[config.mk]
export PLATFORM = sky130hd
export DESIGN_NAME = fir_xifu_mem_resp
export DESIGN_NICKNAME = d
export VERILOG_FILES = /design/src/rtl/fir_xifu_mem_resp.sv
export SDC_FILE = /design/constraint.sdc
export NUM_CORES = 1
export LEC_CHECK = 0
export CAP_MARGIN = 5
export CORE_MARGIN = 1.5
export CORE_UTILIZATION = 46
export CTS_CLUSTER_SIZE = 25
export DETAILED_ROUTE_END_ITERATION = 10
export PLACE_DENSITY = 0.95
export SETUP_SLACK_MARGIN = 0.15
export SLEW_MARGIN = 40
export SYNTH_ARGS = -nofsm -noshare
export SYNTH_HDL_FRONTEND = slang
export SYNTH_SLANG_ARGS = --single-unit
[constraint.sdc]
create_clock -name clk_i -period 5 [get_ports clk_i]
set_input_delay 1 -clock clk_i [delete_from_list [all_inputs] [get_ports clk_i]]
set_output_delay 1 -clock clk_i [all_outputs]
set_load 0.005 [all_outputs]
[src/rtl/fir_xifu_mem_resp.sv]
`default_nettype none
// ============================================================================
// Module      : fir_xifu_mem_resp
// Description : X-IF coprocessor memory-request responder. Checks each request
//               for size legality and alignment, replies with an exception in
//               the accept cycle, otherwise issues one single-beat transfer on
//               the data bus and returns the raw 32-bit word as a result.
//               At most one transaction is outstanding at a time.
// Revision    : 1.0 - initial release
// ============================================================================
module fir_xifu_mem_resp #(
    parameter int ID_WIDTH = 4
) (
    input  logic                clk_i,
    input  logic                rst_ni,
    input  logic                clear_i,

    // coprocessor memory request
    input  logic                mem_valid_i,
    output logic                mem_ready_o,
    input  logic [ID_WIDTH-1:0] mem_id_i,
    input  logic [31:0]         mem_addr_i,
    input  logic                mem_we_i,
    input  logic [2:0]          mem_size_i,
    input  logic [3:0]          mem_be_i,
    input  logic [31:0]         mem_wdata_i,
    input  logic                mem_last_i,

    // request response (accept cycle only)
    output logic                mem_resp_exc_o,
    output logic [5:0]          mem_resp_exccode_o,

    // transaction result
    output logic                mem_result_valid_o,
    output logic [ID_WIDTH-1:0] mem_result_id_o,
    output logic [31:0]         mem_result_rdata_o,
    output logic                mem_result_err_o,

    // data bus request channel
    output logic                data_req_o,
    input  logic                data_gnt_i,
    output logic [31:0]         data_addr_o,
    output logic                data_we_o,
    output logic [3:0]          data_be_o,
    output logic [31:0]         data_wdata_o,

    // data bus response channel
    input  logic                data_rvalid_i,
    input  logic [31:0]         data_rdata_i,
    input  logic                data_err_i
);

    typedef enum logic [1:0] {
        IDLE     = 2'd0,
        BUS_REQ  = 2'd1,
        BUS_WAIT = 2'd2,
        RESULT   = 2'd3
    } state_e;

    localparam logic [5:0] EXC_LOAD_MISALIGN  = 6'd4;
    localparam logic [5:0] EXC_STORE_MISALIGN = 6'd6;

    state_e                state_q, state_d;
    logic [ID_WIDTH-1:0]   id_q, id_d;
    logic [29:0]           addr_q, addr_d;     // word address; byte offset is never driven out
    logic                  we_q, we_d;
    logic [3:0]            be_q, be_d;
    logic [31:0]           wdata_q, wdata_d;
    logic [31:0]           rdata_q, rdata_d;
    logic                  err_q, err_d;
    logic                  squash_q, squash_d; // result of the outstanding transfer must be dropped

    logic                  size_byte;
    logic                  size_half;
    logic                  size_word;
    logic                  size_illegal;
    logic                  misaligned;
    logic                  req_exc;
    logic                  accept;

    // Multi-beat sequencing is not supported, so the last-beat flag carries no meaning here.
    logic                  unused_last;
    assign unused_last = mem_last_i;

    // Classify the incoming request: one-hot size decode and natural alignment.
    always_comb begin
        size_byte    = (mem_size_i == 3'b001);
        size_half    = (mem_size_i == 3'b010);
        size_word    = (mem_size_i == 3'b100);
        size_illegal = ~(size_byte | size_half | size_word);
        misaligned   = (size_half & mem_addr_i[0]) | (size_word & (|mem_addr_i[1:0]));
        req_exc      = size_illegal | misaligned;
        accept       = mem_valid_i & (state_q == IDLE);
    end

    // Next-state and latched-field update for the single-outstanding transaction.
    always_comb begin
        state_d  = state_q;
        id_d     = id_q;
        addr_d   = addr_q;
        we_d     = we_q;
        be_d     = be_q;
        wdata_d  = wdata_q;
        rdata_d  = rdata_q;
        err_d    = err_q;
        squash_d = squash_q;

        case (state_q)
            IDLE: begin
                // A faulting request is answered in place and never reaches the bus.
                if (accept && !req_exc) begin
                    id_d     = mem_id_i;
                    addr_d   = mem_addr_i[31:2];
                    we_d     = mem_we_i;
                    be_d     = mem_be_i;
                    wdata_d  = mem_wdata_i;
                    squash_d = 1'b0;
                    state_d  = BUS_REQ;
                end
            end
            BUS_REQ: begin
                // Once granted the bus owes us a response, so a flush can only
                // mark the result as dropped; without a grant we can simply withdraw.
                if (data_gnt_i) begin
                    squash_d = clear_i;
                    state_d  = BUS_WAIT;
                end else if (clear_i) begin
                    state_d  = IDLE;
                end
            end
            BUS_WAIT: begin
                if (clear_i) begin
                    squash_d = 1'b1;
                end
                if (data_rvalid_i) begin
                    rdata_d = we_q ? 32'd0 : data_rdata_i;
                    err_d   = data_err_i;
                    state_d = (squash_q || clear_i) ? IDLE : RESULT;
                end
            end
            RESULT: begin
                state_d = IDLE;
            end
            default: begin
                state_d = IDLE;
            end
        endcase
    end

    // Output decode; data bus is quiet outside the request phase.
    always_comb begin
        mem_ready_o        = (state_q == IDLE);
        mem_resp_exc_o     = accept & req_exc;
        mem_resp_exccode_o = 6'd0;
        if (accept && req_exc) begin
            mem_resp_exccode_o = mem_we_i ? EXC_STORE_MISALIGN : EXC_LOAD_MISALIGN;
        end

        mem_result_valid_o = (state_q == RESULT) & ~clear_i;
        mem_result_id_o    = '0;
        mem_result_rdata_o = 32'd0;
        mem_result_err_o   = 1'b0;
        if (mem_result_valid_o) begin
            mem_result_id_o    = id_q;
            mem_result_rdata_o = rdata_q;
            mem_result_err_o   = err_q;
        end

        data_req_o   = 1'b0;
        data_addr_o  = 32'd0;
        data_we_o    = 1'b0;
        data_be_o    = 4'd0;
        data_wdata_o = 32'd0;
        if (state_q == BUS_REQ) begin
            data_req_o   = 1'b1;
            data_addr_o  = {addr_q, 2'b00};
            data_we_o    = we_q;
            data_be_o    = be_q;
            data_wdata_o = wdata_q;
        end
    end

    // State register with synchronous active-low reset; reset aborts any transfer.
    always_ff @(posedge clk_i) begin
        if (!rst_ni) begin
            state_q  <= IDLE;
            id_q     <= '0;
            addr_q   <= 30'd0;
            we_q     <= 1'b0;
            be_q     <= 4'd0;
            wdata_q  <= 32'd0;
            rdata_q  <= 32'd0;
            err_q    <= 1'b0;
            squash_q <= 1'b0;
        end else begin
            state_q  <= state_d;
            id_q     <= id_d;
            addr_q   <= addr_d;
            we_q     <= we_d;
            be_q     <= be_d;
            wdata_q  <= wdata_d;
            rdata_q  <= rdata_d;
            err_q    <= err_d;
            squash_q <= squash_d;
        end
    end

endmodule
`default_nettype wire
* Yosys cells after proc, flatten, opt, wreduce, memory -nomap -nowiden
Index checks and enable logic that the tools add are counted.
W data, S select, Z words.
** Operators by class
- $lt $le $gt $ge :: 0
- $mul :: 0
- Add/subtract/negate cells :: 0
- Reductions and logical operators :: 11
- Muxes and demuxes :: 21
- Divide/modulo/power cells :: 0
- Shifts and indexed selects :: 0
- Bitwise operators :: 11
- Eq/ne operators :: 11
** Operators by type and width (number)
- $mux W32 :: 4
- $mux W2 :: 6
- $mux W4 :: 2
- $pmux W2 S4 :: 1
- $mux W1 :: 6
- $ne A2 B2 Y1 const B :: 3
- $and A1 B1 Y1 :: 5
- $eq A2 B2 Y1 const B :: 2
- $or A1 B1 Y1 :: 4
- $reduce_and A2 Y1 :: 2
- $reduce_and A4 Y1 :: 1
- $eq A3 B1 Y1 const B :: 1
- $eq A3 B2 Y1 const B :: 1
- $eq A3 B3 Y1 const B :: 1
- $mux W3 :: 1
- $ne A3 B3 Y1 const B :: 1
- $pmux W1 S3 :: 1
- $reduce_and A3 Y1 :: 1
- $reduce_bool A3 Y1 :: 1
- $eq A2 B1 Y1 const B :: 1
- $logic_and A1 B1 Y1 :: 2
- $logic_not A2 Y1 :: 1
- $ne A2 B1 Y1 const B :: 1
- $not A1 Y1 :: 2
- other kinds (3) :: 3
** Word-level totals
- Output and inout bits :: 116
- Memories kept :: 0
- Register bits :: 107
- ROM bits :: 0
- Input port bits :: 116
- Latch bits :: 0
- RAM bits :: 0
- Word-level logic and storage cells :: 63

* Depth between registers and ports, before layout
- Word-level depth :: 9
- Mapped depth :: 8
- Mapped depth without buffers :: 7

* Least setup slack after synthesis
No wires, ideal clock.
- Path type :: input port to output port
- From :: input mem_size_i[0]
- To :: output mem_resp_exccode_o[1]
- Data required time :: 4.000 ns
- Slack :: 1.998 ns
- Data arrival time :: 2.002 ns
- Buffers on the path :: 0
- Stages on the path :: 4
- Cells stage by stage :: or4b_1 a21oi_2 nor3_1 and2_1
** Between the ends
- Longest elaborated chain between the ends :: 7
- Elaborated cells between the ends (all ways) :: 12
** RTL lines
- from (decl) :: RTL line 24 : input logic [2:0] mem_size_i,
- $eq A3 B1 Y1 or $eq A3 B2 Y1 (tied branches) :: RTL line 87, 88
- $or A1 B1 Y1 (2 in series) :: RTL line 90 : size_illegal = ~(size_byte | size_half | size_word);
- $not A1 Y1 :: RTL line 90
- $or A1 B1 Y1 (*) :: RTL line 92 : req_exc = size_illegal | misaligned;
- $logic_and A1 B1 Y1 (*) :: RTL line 155 : if (accept && req_exc) begin
- $mux W3 (*) :: RTL line 155
- to (decl) :: RTL line 31 : output logic [5:0] mem_resp_exccode_o,
Every way passes the cells marked *; elsewhere a longest branch is shown, timed or not.

* Final worst setup path
Same ends and word-level chain as after synthesis.

==> reports/metrics.csv <==
metric;value;unit
synth-xor-area-share;0;
worstPathCellList;clkdlybuf4s50_1 > or4b_1 > a21oi_2 > nor3_1 > and2_1 > clkdlybuf4s50_1;
layout_common_cells;223 x clkdlybuf4s50_1, 149 x nand2_1, 107 x dfxtp_1;
dieArea;12330;sq um
pwr-share-clk;0.381;
cp-start-kind;input pin;
finalSetupViolations;0;
cts_root_buf;clkbuf_16;
post-route-period-util;0.8058;
p_int;1.520;mW
final_common_cell;clkdlybuf4s50_1;
dr.pass1.iters;4;
cp_slowest_cell;or4b_1;
cts_tree;built;
async_flop_share;0;
cts_resized;0;
grt_start_max_net_pins;73;
io_buffers;224;
cp_max_fo;4;
hold-worst-slack;0.4589;ns
cts.hold.buffers_added;0;
diodes;0;
drc;0;
total_power;2.030;mW
synth_area_leaders;dfxtp_1 40%, a21boi_2 15%, and2_1 12%, nand2_1 10%, nor3b_1 4.5%;
globalRouteTotalUtil;0.2082;
endpoint_kind;output pin;
critical_path.most_common_cell;clkdlybuf4s50_1;
finalHoldViolations;0;
die_w;111.0;um
power_frac_seq;0.442;
antenna_found_initial;0;
postCtsSetupBuffers;0;
critPathMaxStageDelay;0.56;ns
switching_share;0.2510;
vias_per_cell;4.776;
critPathRequiredTime;4.00;ns
grt_setup_unrepaired;false;
synth_edf_count;0;
drv_cap;0;
clk_path_buf_depth;2;
die_h;111.0;um
ys_seq_elements;107;
synth_cells;620;
path_class;in2out;
powerDensity;258.3;nW/um^2
worst-slew-pin-transition;0.7543;ns
p_leak;2.702;nW
synth-compound-area-share;0.1918;
routedWlPerCell;13.82;um
synth_warnings;0;
clock_sinks;107;
routed_wl;13230;um
dp_hpwl;9211;um
vdd_drop_max;0.0002008;V
drtAntennaViolNets;0;
synthFlopType;dfxtp_1;
io_pins;232;
layout.nets;930;
ys_types;32;
start_util;0.4702;
drtIter0Drc;188;
skew;0.007185;ns
insertion_delay;0.33;ns
hold_path.class;reg2reg;
synth_adder_area_share;0.01165;
grt_pass1_vias;4402;
finalSetupTns;0;ns
yosys.area_share.simple;0.3230;
core;11420;sq um
synth_seq_area_share;0.3990;
synth_area;5369;sq um
timing.fmax;248.2;MHz
overflow;0;
power.switching;0.5095;mW
p_comb_frac;0.177;
drv_slew;0;
arrival;3.03;ns
synth_top_family_by_area;simple AND/OR/NAND/NOR gates;
synth_top_cell_by_area;dfxtp_1;
max_slew_margin;0.4971;
final_layout_size_suffix_gt1_frac;0.1241;
place_congestion;0.8009;
cts_buffers;9;
vias;4571;
syn_to_final_growth;46.35;%
grt_pass1_wl;21250;um
num_rows;39;
syn_area_per_cell;8.660;sq um
clkTransAtPathRegs;0.08;ns
finalCriticalPeriod;4.029;ns
yosysTopAreaCellShare;0.3990;
htreeDepth;3;
status;complete, no violations;
synth.area.mux_share;0.005593;
-- worst max-delay path, delay by kind of cell --
family / cells / cell delay (ns)
AO/OA/AOI/OAI: 1 / 0.26
buffers and inverters: 2 / 0.90
AND/OR/NAND/NOR: 3 / 0.86
-- metal layers --
metal | up-vias | wire length (um) | track usage
met5 | - | 0 | 0
met4 | 0 | 396 | 0.08101
met3 | 25 | 779 | 0.05358
met2 | 133 | 6560 | 0.3691
met1 | 2064 | 5493 | 0.2400
li1 | 2349 | - | -
-- cells by family (layout without fill, tap and decap cells) --
family | count (synthesis) | count (layout)
compound gates | 114 | 114
fa+ha+maj | 5 | 5
buf+inv | 60 | 249
flops | 107 | 107
mux | 3 | 3
other cells | 1 | 6
simple gates | 330 | 330
-- path summary, 6_finish.rpt --
check                               end           from  depth (start not counted)  slack, ns
hold / removal                  id_q[3]        id_q[3]                          2       0.46
setup / recovery  mem_resp_exccode_o[1]  mem_size_i[0]                          6       0.97
hold reg to reg                 id_q[3]        id_q[3]                          2       0.46
setup reg to reg             addr_q[12]     state_q[1]                          7       2.64
-- registers in the layout (all words and copies together) (netlist names) --
| name | count |
|---|---|
| rdata_q | 32 |
| wdata_q | 32 |
| addr_q | 30 |
| be_q | 4 |
| id_q | 4 |
| state_q | 2 |
| err_q | 1 |
| squash_q | 1 |
| we_q | 1 |
-- layout make-up --
| type | instances | area (sq um) |
|---|---|---|
| clock buffers | 9 | 225.2 |
| clock inverters | 7 | 105.1 |
| fillers | 914 | 3561 |
| inverters | 3 | 11.26 |
| multi-input cells | 458 | 2913 |
| flip-flops and latches | 107 | 2142 |
| well taps | 143 | 178.9 |
| repair buffers | 230 | 2282 |
-- cell usage after synthesis, types with 2 or more instances --
| cell | count |
|---|---|
| nor2b_1 | 33 |
| buf_4 | 7 |
| a21boi_0 | 2 |
| and2_1 | 105 |
| nor3b_1 | 32 |
| buf_1 | 2 |
| inv_1 | 3 |
| mux2i_1 | 3 |
| nand2b_1 | 2 |
| dfxtp_1 | 107 |
| a21boi_2 | 70 |
| a21oi_1 | 35 |
| clkbuf_8 | 10 |
| o21ai_0 | 2 |
| clkbuf_1 | 31 |
| ha_1 | 5 |
| nand3_1 | 2 |
| nand2_1 | 150 |
| buf_2 | 6 |
-- per-stage QoR --
| stage | instances | instance area (sq um) | setup WS, ns | util |
|---|---|---|---|---|
| after detailed placement | 941 | 7527 | 0.9898 | 0.6592 |
| after floorplan | 625 | 5388 | 1.998 | - |
| final | 957 | 7858 | 0.9708 | 0.6881 |
| after CTS | 957 | 7858 | 0.9792 | 0.6881 |
| after global routing | 957 | 7858 | 0.8944 | 0.6881 |
| after global placement | 941 | 7512 | 1.037 | 0.6579 |
-- power groups by stage --
stage / Sequential [mW] / Combinational, mW / Clock, mW
6_report: 0.897 / 0.360 / 0.773
5_1_grt: 0.901 / 0.393 / 0.831
4_1_cts: 0.897 / 0.365 / 0.797
3_5_place_dp: 0.917 / 0.364 / 0
3_3_place_gp: 0.914 / 0.352 / 0
2_1_floorplan: 0.911 / 0.202 / 0
(Power assumes the default switching activity.)
